### config.mk
export PLATFORM = sky130hd
export DESIGN_NAME = program_encoder_flat
export DESIGN_NICKNAME = d
export VERILOG_FILES = /design/src/rtl/program_encoder_if.sv /design/src/rtl/program_encoder.sv /design/src/flat_wrapper.sv
export SDC_FILE = /design/constraint.sdc
export NUM_CORES = 1
export LEC_CHECK = 0
export ABC_AREA = 1
export CAP_MARGIN = 0
export CORE_MARGIN = 2
export CORE_UTILIZATION = 40
export CTS_CLUSTER_DIAMETER = 200
export DETAILED_ROUTE_END_ITERATION = 6
export HOLD_SLACK_MARGIN = 0.03
export PLACE_DENSITY = 0.72
export SETUP_SLACK_MARGIN = 0.3
export SLEW_MARGIN = 20
export SYNTH_ARGS = -nofsm -noshare
export SYNTH_HDL_FRONTEND = slang
export SYNTH_SLANG_ARGS = --single-unit
### constraint.sdc
create_clock -name clk -period 2.7 [get_ports clk]
set_input_delay 0.405 -clock clk [delete_from_list [all_inputs] [get_ports clk]]
set_output_delay 0.405 -clock clk [all_outputs]
set_load 0.02 [all_outputs]
### src/rtl/program_encoder_if.sv
// Descriptor stream from the loader plus the instruction-memory write port.
interface program_encoder_if #(
   parameter int ADDR_W = 8
);
   logic              in_valid;
   logic              in_ready;
   logic [3:0]        in_cond;
   logic [3:0]        in_mnem;
   logic              in_s;
   logic              in_imm_sel;
   logic [3:0]        in_rn;
   logic [3:0]        in_rd;
   logic [3:0]        in_rm;
   logic [23:0]       in_imm;
   logic              in_last;
   logic              im_we;
   logic [ADDR_W-1:0] im_addr;
   logic [31:0]       im_wdata;

   modport master (
      output in_valid, in_cond, in_mnem, in_s, in_imm_sel,
             in_rn, in_rd, in_rm, in_imm, in_last,
      input  in_ready, im_we, im_addr, im_wdata
   );

   modport slave (
      input  in_valid, in_cond, in_mnem, in_s, in_imm_sel,
             in_rn, in_rd, in_rm, in_imm, in_last,
      output in_ready, im_we, im_addr, im_wdata
   );
endinterface

### src/rtl/program_encoder.sv
// Packs decoded instruction descriptors into 32-bit machine words and
// writes them sequentially into instruction memory.
//
// state  | meaning
// IDLE   | after reset, waiting for start
// LOAD   | accepting descriptors, one write per accepted legal descriptor
// DONE   | program complete (last seen or overflow), waiting for start
module program_encoder #(
   parameter int ADDR_W    = 8,
   parameter int DEPTH     = 256,
   parameter int BASE_ADDR = 0
) (
   input  logic              clk,
   input  logic              rst_n,
   input  logic              start,
   program_encoder_if.slave  bus,
   output logic              busy,
   output logic              done,
   output logic [ADDR_W:0]   word_count,
   output logic              err_illegal,
   output logic              err_overflow
);
   typedef enum logic [1:0] {S_IDLE, S_LOAD, S_DONE} state_t;

   localparam logic [ADDR_W-1:0] BASE    = ADDR_W'(BASE_ADDR);
   localparam logic [ADDR_W:0]   DEPTH_C = (ADDR_W+1)'(DEPTH);

   state_t            state_q, state_d;
   logic [ADDR_W-1:0] addr_q, addr_d;
   logic [ADDR_W:0]   word_count_q, word_count_d;
   logic              last_q, last_d;
   logic              err_illegal_q, err_illegal_d;
   logic              err_overflow_q, err_overflow_d;
   logic              im_we_q, im_we_d;
   logic [ADDR_W-1:0] im_addr_q, im_addr_d;
   logic [31:0]       im_wdata_q, im_wdata_d;

   logic [ADDR_W:0]   committed;
   logic              full;
   logic              ready;
   logic              accept;
   logic              illegal;

   function automatic logic [31:0] encode(
      input logic [3:0]  cond,
      input logic [3:0]  mnem,
      input logic        s,
      input logic        imm_sel,
      input logic [3:0]  rn,
      input logic [3:0]  rd,
      input logic [3:0]  rm,
      input logic [23:0] imm
   );
      logic [3:0]  cmd;
      logic [1:0]  op;
      logic [5:0]  funct;
      logic [3:0]  rn_f;
      logic [3:0]  rd_f;
      logic [11:0] src2;
      logic        s_f;
      cmd   = 4'h0;
      op    = 2'b00;
      funct = 6'd0;
      rn_f  = rn;
      rd_f  = rd;
      s_f   = s;
      src2  = imm_sel ? imm[11:0] : {8'h00, rm};
      case (mnem)
         4'd0:  cmd = 4'b0000;
         4'd1:  cmd = 4'b0001;
         4'd2:  cmd = 4'b0010;
         4'd3:  cmd = 4'b0011;
         4'd4:  cmd = 4'b0100;
         4'd5:  cmd = 4'b1000;
         4'd6:  cmd = 4'b1001;
         4'd7:  cmd = 4'b1010;
         4'd8:  cmd = 4'b1011;
         4'd9:  cmd = 4'b1100;
         4'd10: cmd = 4'b1101;
         default: cmd = 4'b1111;
      endcase
      // Compares only update flags and have no destination
      if (mnem == 4'd4 || mnem == 4'd10) begin
         s_f  = 1'b1;
         rd_f = 4'h0;
      end
      // Moves and address generation have no first operand
      if (mnem == 4'd3 || mnem == 4'd11) begin
         rn_f = 4'h0;
      end
      funct = {imm_sel, cmd, s_f};
      if (mnem == 4'd12 || mnem == 4'd13) begin
         op    = 2'b01;
         funct = {5'b01100, (mnem == 4'd12)};
         src2  = imm[11:0];
      end
      if (mnem == 4'd14) begin
         return {cond, 2'b10, 2'b10, imm};
      end
      return {cond, op, funct, rn_f, rd_f, src2};
   endfunction

   // A write registered last cycle has not reached word_count yet, so it is
   // counted here to keep the stream from overrunning DEPTH.
   assign committed = word_count_q + {{ADDR_W{1'b0}}, im_we_q};
   assign full      = committed >= DEPTH_C;
   assign ready     = (state_q == S_LOAD) && !last_q && !full;
   assign accept    = bus.in_valid && ready;
   assign illegal   = (bus.in_mnem == 4'd15);

   // Next-state, address/count bookkeeping and registered write port
   always_comb begin
      state_d        = state_q;
      addr_d         = addr_q;
      word_count_d   = word_count_q;
      last_d         = last_q;
      err_illegal_d  = err_illegal_q;
      err_overflow_d = err_overflow_q;
      im_we_d        = 1'b0;
      im_addr_d      = im_addr_q;
      im_wdata_d     = im_wdata_q;

      if (im_we_q) begin
         word_count_d = word_count_q + (ADDR_W+1)'(1);
      end

      case (state_q)
         S_IDLE, S_DONE: begin
            if (start) begin
               state_d        = S_LOAD;
               addr_d         = BASE;
               word_count_d   = '0;
               last_d         = 1'b0;
               err_illegal_d  = 1'b0;
               err_overflow_d = 1'b0;
            end
         end
         S_LOAD: begin
            if (accept) begin
               if (illegal) begin
                  err_illegal_d = 1'b1;
               end else begin
                  im_we_d    = 1'b1;
                  im_addr_d  = addr_q;
                  im_wdata_d = encode(bus.in_cond, bus.in_mnem, bus.in_s,
                                      bus.in_imm_sel, bus.in_rn, bus.in_rd,
                                      bus.in_rm, bus.in_imm);
                  addr_d     = addr_q + ADDR_W'(1);
               end
               if (bus.in_last) begin
                  last_d = 1'b1;
               end
            end else if (bus.in_valid && full && !last_q) begin
               err_overflow_d = 1'b1;
               state_d        = S_DONE;
            end
            // Leave LOAD only once the final word has been presented
            if (last_q) begin
               state_d = S_DONE;
            end
         end
         default: state_d = S_IDLE;
      endcase
   end

   // State and datapath registers
   always_ff @(posedge clk or negedge rst_n) begin
      if (!rst_n) begin
         state_q        <= S_IDLE;
         addr_q         <= BASE;
         word_count_q   <= '0;
         last_q         <= 1'b0;
         err_illegal_q  <= 1'b0;
         err_overflow_q <= 1'b0;
         im_we_q        <= 1'b0;
         im_addr_q      <= '0;
         im_wdata_q     <= '0;
      end else begin
         state_q        <= state_d;
         addr_q         <= addr_d;
         word_count_q   <= word_count_d;
         last_q         <= last_d;
         err_illegal_q  <= err_illegal_d;
         err_overflow_q <= err_overflow_d;
         im_we_q        <= im_we_d;
         im_addr_q      <= im_addr_d;
         im_wdata_q     <= im_wdata_d;
      end
   end

   assign bus.in_ready = ready;
   assign bus.im_we    = im_we_q;
   assign bus.im_addr  = im_addr_q;
   assign bus.im_wdata = im_wdata_q;
   assign busy         = (state_q == S_LOAD);
   assign done         = (state_q == S_DONE);
   assign word_count   = word_count_q;
   assign err_illegal  = err_illegal_q;
   assign err_overflow = err_overflow_q;
endmodule

### src/flat_wrapper.sv
// flat-port wrapper written by rule: the top's interface ports become plain ports
module program_encoder_flat 
#(
   parameter int ADDR_W    = 8,
   parameter int DEPTH     = 256,
   parameter int BASE_ADDR = 0
)
  (clk, rst_n, start, busy, done, word_count, err_illegal, err_overflow, bus_in_valid, bus_in_cond, bus_in_mnem, bus_in_s, bus_in_imm_sel, bus_in_rn, bus_in_rd, bus_in_rm, bus_in_imm, bus_in_last, bus_in_ready, bus_im_we, bus_im_addr, bus_im_wdata);
  program_encoder_if #(.ADDR_W(ADDR_W)) bus_i ();
  input  logic clk;
  input  logic rst_n;
  input  logic start;
  output logic busy;
  output logic done;
  output logic [ADDR_W:0] word_count;
  output logic err_illegal;
  output logic err_overflow;
  input wire logic [$bits(bus_i.in_valid)-1:0] bus_in_valid;
  input wire logic [$bits(bus_i.in_cond)-1:0] bus_in_cond;
  input wire logic [$bits(bus_i.in_mnem)-1:0] bus_in_mnem;
  input wire logic [$bits(bus_i.in_s)-1:0] bus_in_s;
  input wire logic [$bits(bus_i.in_imm_sel)-1:0] bus_in_imm_sel;
  input wire logic [$bits(bus_i.in_rn)-1:0] bus_in_rn;
  input wire logic [$bits(bus_i.in_rd)-1:0] bus_in_rd;
  input wire logic [$bits(bus_i.in_rm)-1:0] bus_in_rm;
  input wire logic [$bits(bus_i.in_imm)-1:0] bus_in_imm;
  input wire logic [$bits(bus_i.in_last)-1:0] bus_in_last;
  output wire logic [$bits(bus_i.in_ready)-1:0] bus_in_ready;
  output wire logic [$bits(bus_i.im_we)-1:0] bus_im_we;
  output wire logic [$bits(bus_i.im_addr)-1:0] bus_im_addr;
  output wire logic [$bits(bus_i.im_wdata)-1:0] bus_im_wdata;
  assign bus_i.in_valid = bus_in_valid;
  assign bus_i.in_cond = bus_in_cond;
  assign bus_i.in_mnem = bus_in_mnem;
  assign bus_i.in_s = bus_in_s;
  assign bus_i.in_imm_sel = bus_in_imm_sel;
  assign bus_i.in_rn = bus_in_rn;
  assign bus_i.in_rd = bus_in_rd;
  assign bus_i.in_rm = bus_in_rm;
  assign bus_i.in_imm = bus_in_imm;
  assign bus_i.in_last = bus_in_last;
  assign bus_in_ready = bus_i.in_ready;
  assign bus_im_we = bus_i.im_we;
  assign bus_im_addr = bus_i.im_addr;
  assign bus_im_wdata = bus_i.im_wdata;
  program_encoder #(.ADDR_W(ADDR_W), .DEPTH(DEPTH), .BASE_ADDR(BASE_ADDR)) u_core (.clk(clk), .rst_n(rst_n), .start(start), .bus(bus_i), .busy(busy), .done(done), .word_count(word_count), .err_illegal(err_illegal), .err_overflow(err_overflow));
endmodule
## Word-level counts from Yosys, hierarchy flattened

Memory sizes are Yosys's and may differ from the RTL's.
Cells that the tools add are included.

| word-level totals | value |
|---|---|
| bits in registers | 63 |
| ROM bits | 64 |
| input port bits | 51 |
| output and inout bits | 55 |
| memories | 1 |

| cells by class | value |
|---|---|
| add/subtract/negate cells | 3 |
| $lt $le $gt $ge | 1 |
| eq/ne operators | 19 |
| muxes and demuxes | 38 |
| bitwise gates (word level) | 1 |
| reduce and logical (&&, ||, !) cells | 19 |

Memory list:

| name | depth | width | rd ports | clocked after Yosys merged registers in | wr ports | RTL line | RTL |
|---|---|---|---|---|---|---|---|
| (name not given) | 16 | 4 | 1 | 0 | 0 | program_encoder.sv:68 | `case (mnem)` |

Operators by type and width:

| kind | count |
|---|---|
| $mux W32 | 2 |
| $mux W9 | 3 |
| $eq A4 B4 Y1 const B | 6 |
| $mux W12 | 2 |
| $mux W8 | 3 |
| $mux W1 | 16 |
| $pmux W8 S2 | 1 |
| $reduce_and A4 Y1 | 4 |
| $add A9 B1 Y9 | 1 |
| $add A9 B1 Y9 const B | 1 |
| $ge A9 B9 Y1 const B | 1 |
| $add A8 B1 Y8 const B | 1 |
| $mux W2 | 4 |
| $mux W4 | 2 |
| $ne A2 B1 Y1 const B | 4 |
| $mux W6 | 1 |
| $ne A2 B2 Y1 const B | 3 |
| $pmux W1 S2 | 3 |
| $reduce_and A3 Y1 | 2 |
| $logic_and A1 B1 Y1 | 5 |
| $eq A4 B2 Y1 const B | 1 |
| $eq A4 B3 Y1 const B | 1 |
| $pmux W2 S2 | 1 |
| $logic_or A1 B1 Y1 | 3 |
| other kinds (9) | 10 |

## Logic depth before layout (Yosys ltp)

| depth | value |
|---|---|
| depth after elaboration | 8 |
| depth in mapped cells | 11 |

## Worst setup path after synthesis

OpenSTA, ideal clock, no wires.

| timing path | value |
|---|---|
| kind | register to register |
| from | reg u_core.im_we_q (netlist: u_core.bus.im_we) |
| to | reg u_core.im_wdata_q[4] (netlist: u_core.bus.im_wdata[4]) |
| setup time | 0.121 ns |
| arrival | 1.571 ns |
| required time | 2.579 ns |
| path slack | 1.007 ns |
| stages on the path, launching flop included | 11 |
| period minus slack after synthesis | 1.693 ns |
| cell sequence | dfrtp_1 > ha_1 > nand2_1 > nor2_2 > nand3_2 > nand2_2 > nand4_4 > buf_6 > buf_6 > nand2_1 > o21ai_1 |

| on the way | value |
|---|---|
| cells in the longest elaborated chain, start to end | 6 |

RTL lines:

| what | RTL line | RTL |
|---|---|---|
| start, declared | program_encoder.sv:34 | `logic im_we_q, im_we_d;` |
| start signal, assigned | program_encoder.sv:185 | `im_we_q <= im_we_d;` |
| $add A9 B1 Y9 | program_encoder.sv:105 | `assign committed = word_count_q + {{ADDR_W{1'b0}}, im_we_q};` |
| $ge A9 B9 Y1 | program_encoder.sv:106 | `assign full = committed >= DEPTH_C;` |
| $logic_not A1 Y1 | program_encoder.sv:107 | `assign ready = (state_q == S_LOAD) && !last_q && !full;` |
| $logic_and A1 B1 Y1 | program_encoder.sv:107 |  |
| $logic_and A1 B1 Y1 | program_encoder.sv:108 | `assign accept = bus.in_valid && ready;` |
| $reduce_and A3 Y1 (no line) | -- |  |
| end signal, assigned | program_encoder.sv:187 | `im_wdata_q <= im_wdata_d;` |
| end, declared | program_encoder.sv:36 | `logic [31:0] im_wdata_q, im_wdata_d;` |

No other way between the ends.
A chain may end at the register's enable or synchronous reset.

## Final worst setup path

| timing path | value |
|---|---|
| from | reg u_core.word_count_q[0] (netlist: u_core.word_count[0]) |
| to | out bus_in_ready |

| on the way | value |
|---|---|
| cells in the longest elaborated chain, start to end | 4 |

RTL lines:

| what | RTL line | RTL |
|---|---|---|
| start, declared | program_encoder.sv:30 | `logic [ADDR_W:0] word_count_q, word_count_d;` |
| start signal, assigned | program_encoder.sv:181 | `word_count_q <= word_count_d;` |
| $add A9 B1 Y9 | program_encoder.sv:105 |  |
| $ge A9 B9 Y1 | program_encoder.sv:106 |  |
| $logic_not A1 Y1 | program_encoder.sv:107 |  |
| $logic_and A1 B1 Y1 | program_encoder.sv:107 |  |
| end, declared | flat_wrapper.sv:28 | `output wire logic [$bits(bus_i.in_ready)-1:0] bus_in_ready;` |

No other way between the ends.

==> flow_summary_export.csv <==
group,metric,value,unit
grt,grt_first_pass_wirelength,12.4,mm
timing,relSlewSlack,64.9,%
synthesis,netlist_instances,389,
cts,clock_latency,330,ps
timing,finalSetupViolCount,0,
min_path,hp-class,"input pin to async pin",
synthesis,synth_warnings,0,
place,dp_cells,589,
grt,grt_pass1_vias,2748,
floorplanning,start_util,41.0,%
synthesis,avgSynthCellArea,8.11,sq um
timing,holdWs,32.4,ps
floorplanning,rows,32,
routing,wl_per_cell,12.1,um
timing,final_hold_viol_count,0,
layout,nFillCells,718,
cts,cts.path.max_buffers,2,
critical_path,path_max_fanout,5,
synthesis,ys_ff_latch,63,
status,status,"completed",
timing,final.setup.tns,0,ps
critical_path,crit_path_end_kind,"output pin",
layout,seqCellArea,1580,sq um
cts,cts_tree,"done",
synthesis,yosysUniqueCellTypes,31,
critical_path,crit_required,2300,ps
cts,cts_buffers,9,
power,ir_drop,0.000396,V
timing,period_needed,2210,ps
cts,root_buffer,"clkbuf_8",
routing,firstDrtPassIters,4,
timing,fin_crit_sh,81.8,%
timing,fmax,453,MHz
critical_path,arrival,1800,ps
critical_path,critPathSlowestCell,"dfrtp_1",
critical_path,path_delay_family,"simple AND/OR/NAND/NOR gates",
run,max_cap_viol_count,0,
power,power,3850,uW
grt,grt_max_degree,25,
cts,cts.sinks,63,
routing,wl_met3,423,um
layout,final_common_cell,"nand2_1",
timing,slew_viol_final,0,
timing,rsz0062_at_grt,"false",
critical_path,rrSetupSlack,790,ps
cts,ctsHoldBuffers,0,
routing,drc,0,
layout,most-common-layout-cells,"nand2_1 (154), clkdlybuf4s50_1 (103), dfrtp_1 (62)",
routing,wl_met2,3.58,mm
grt,grt_use_total,18.1,%
layout,multi_input_area,1380,sq um
place,io_buffers,105,
layout,insertedDiodeCount,0,
floorplanning,die_area,8610,sq um
routing,viasPerCell,4.72,
synthesis,syn_area,3150,sq um
floorplanning,die_height,92.8,um
place,dpl.hpwl,5.55,mm
critical_path,r2r-end,"u_core.bus.im_wdata[14]",
place,post-place-ws,300,ps
critical_path,critPathBufInv,2,
routing,totalWireLength,7.32,mm
layout,area_growth,41.0,%
grt,overflow,0,
critical_path,crit_chain,"ha_1 -> nand2_1 -> nor2_2 -> nand3_2 -> nand2_2 -> nand2_1 -> inv_1 -> dlygate4sd2_1",
critical_path,r2r-start,"u_core.word_count[0]",
grt,antenna_found_initial,0,
routing,drt-initial-drc-count,87,
critical_path,rr_worst_depth,8,
floorplanning,ios,106,
floorplanning,core,7690,sq um
cts,cts_resized,2,
routing,wl_met1,3.21,mm
layout,fin_cells,603,
cts,post-cts-setup-buffers,0,
layout,nets,556,
cts,clkTransAtPathRegs,70,ps
routing,highest_layer,"met4",
power,leakagePower,0.00212,uW
cts,cts_max_level,3,
timing,fin_ws,492,ps
place,gp_congestion,0.842,
critical_path,slowest_delay,440,ps
critical_path,cp-start-kind,"register",
routing,num_vias,2847,
routing,ant_nets,0,
critical_path,worst_path_most_repeated_cell,"nand2_1",
timing,tightestPinTransition,526,ps
synthesis,synth.net_count,447,
timing,fin_skew,8.22,ps
synthesis,synth-seq-area-share,50.0,%
critical_path,crit_type,"register to output pin",
power,powerDensity,866,nW/um^2
floorplanning,fp.dieW,92.8,um
layout,layout-drive-gt1-share,7.98,%
==> layout make-up <==
| type | count | area share, % |
|---|---|---|
| Clock inverter | 3 | 0.450 |
| Tap cell | 102 | 2.87 |
| Sequential cell | 63 | 35.5 |
| Timing Repair Buffer | 111 | 24.5 |
| Inverter | 27 | 2.28 |
| Multi-Input combinational cell | 286 | 31.0 |
| Clock buffer | 11 | 3.40 |
==> synth_stat cells, drive strengths merged <==
cell type	number	area (sq um)
inv	27	101
xor2	6	52.6
nand2	158	603
xnor2	1	8.76
nand3b	1	7.51
nand3	25	130
dfrtp	63	1580
buf	9	81.3
a31oi	1	6.26
nand4	3	33.8
a21oi	6	30.0
o21ai	45	248
nor3	4	20.0
nor2	23	109
a22oi	2	15.0
and2	1	6.26
ha	7	87.6
nor4	1	6.26
nor3b	2	15.0
clkbuf	4	16.3
==> report_power, final <==
part,switching [uW],leakage [uW],internal [uW],total [uW]
logic,965,0.00121,754,1720
clock network,344,0.0000833,371,715
registers,188,0.000829,1230,1420
total,1500,0.00212,2360,3850
==> through the flow <==
| step | area, sq um | utilization (%) |
|---|---|---|
| finish | 4450 | 57.8 |
| global route | 4450 | 57.8 |
| CTS | 4450 | 57.8 |
| detailed placement | 4280 | 55.6 |
| global placement | 4280 | 55.6 |
| floorplan | 3150 | - |
==> sequential cells by signal, indices dropped and copies added (netlist names) <==
signal,flops
u_core.last_q,1
u_core.err_overflow,1
u_core.err_illegal,1
u_core.word_count,9
u_core.bus.im_addr,8
u_core.addr_q,8
u_core.bus.im_we,1
u_core.state_q,2
u_core.bus.im_wdata,32
==> worst max path at each step <==
stage / start / end / slack, ps / depth (start not counted)
2_1_floorplan: u_core.bus.im_we / u_core.bus.im_wdata[4] / 1010 / 10
5_1_grt: u_core.word_count[0] / bus_in_ready / 330 / 8
4_1_cts: u_core.state_q[1] / busy / 480 / 4
3_5_place_dp: bus_in_mnem[0] / u_core.bus.im_wdata[1] / 300 / 11
3_3_place_gp: bus_in_mnem[0] / u_core.bus.im_wdata[1] / 390 / 11
6_report: u_core.word_count[0] / bus_in_ready / 490 / 8
==> worst register-to-register path, cell delays in order, from the launching register on <==
cell,delay [ps]
dfrtp_1,440
ha_1,180
nand2_1,70
nor2_2,120
nand3_2,100
nand2_2,130
nand4_4,260
buf_4,320
o21ai_0,200
==> layer usage <==
layer  up-vias  track usage, %
met1      1296            22.8
li1       1462               -
met3         8            3.74
met5         -               0
met2        81            30.6
met4         0            6.99
==> logic make-up (layout without fill, tap and decap cells) <==
kind of cell	Yosys count	count (layout)	synth area share (%)
buffers and inverters	40	152	6.31
XOR/XNOR	7	7	1.94
AND/OR/NAND/NOR	218	218	29.5
adder cells (fa/ha/maj)	7	7	2.78
flip-flops	63	63	50.0
AO/OA/AOI/OAI	54	54	9.48
Note: power is estimated with default switching activity, not from simulation.
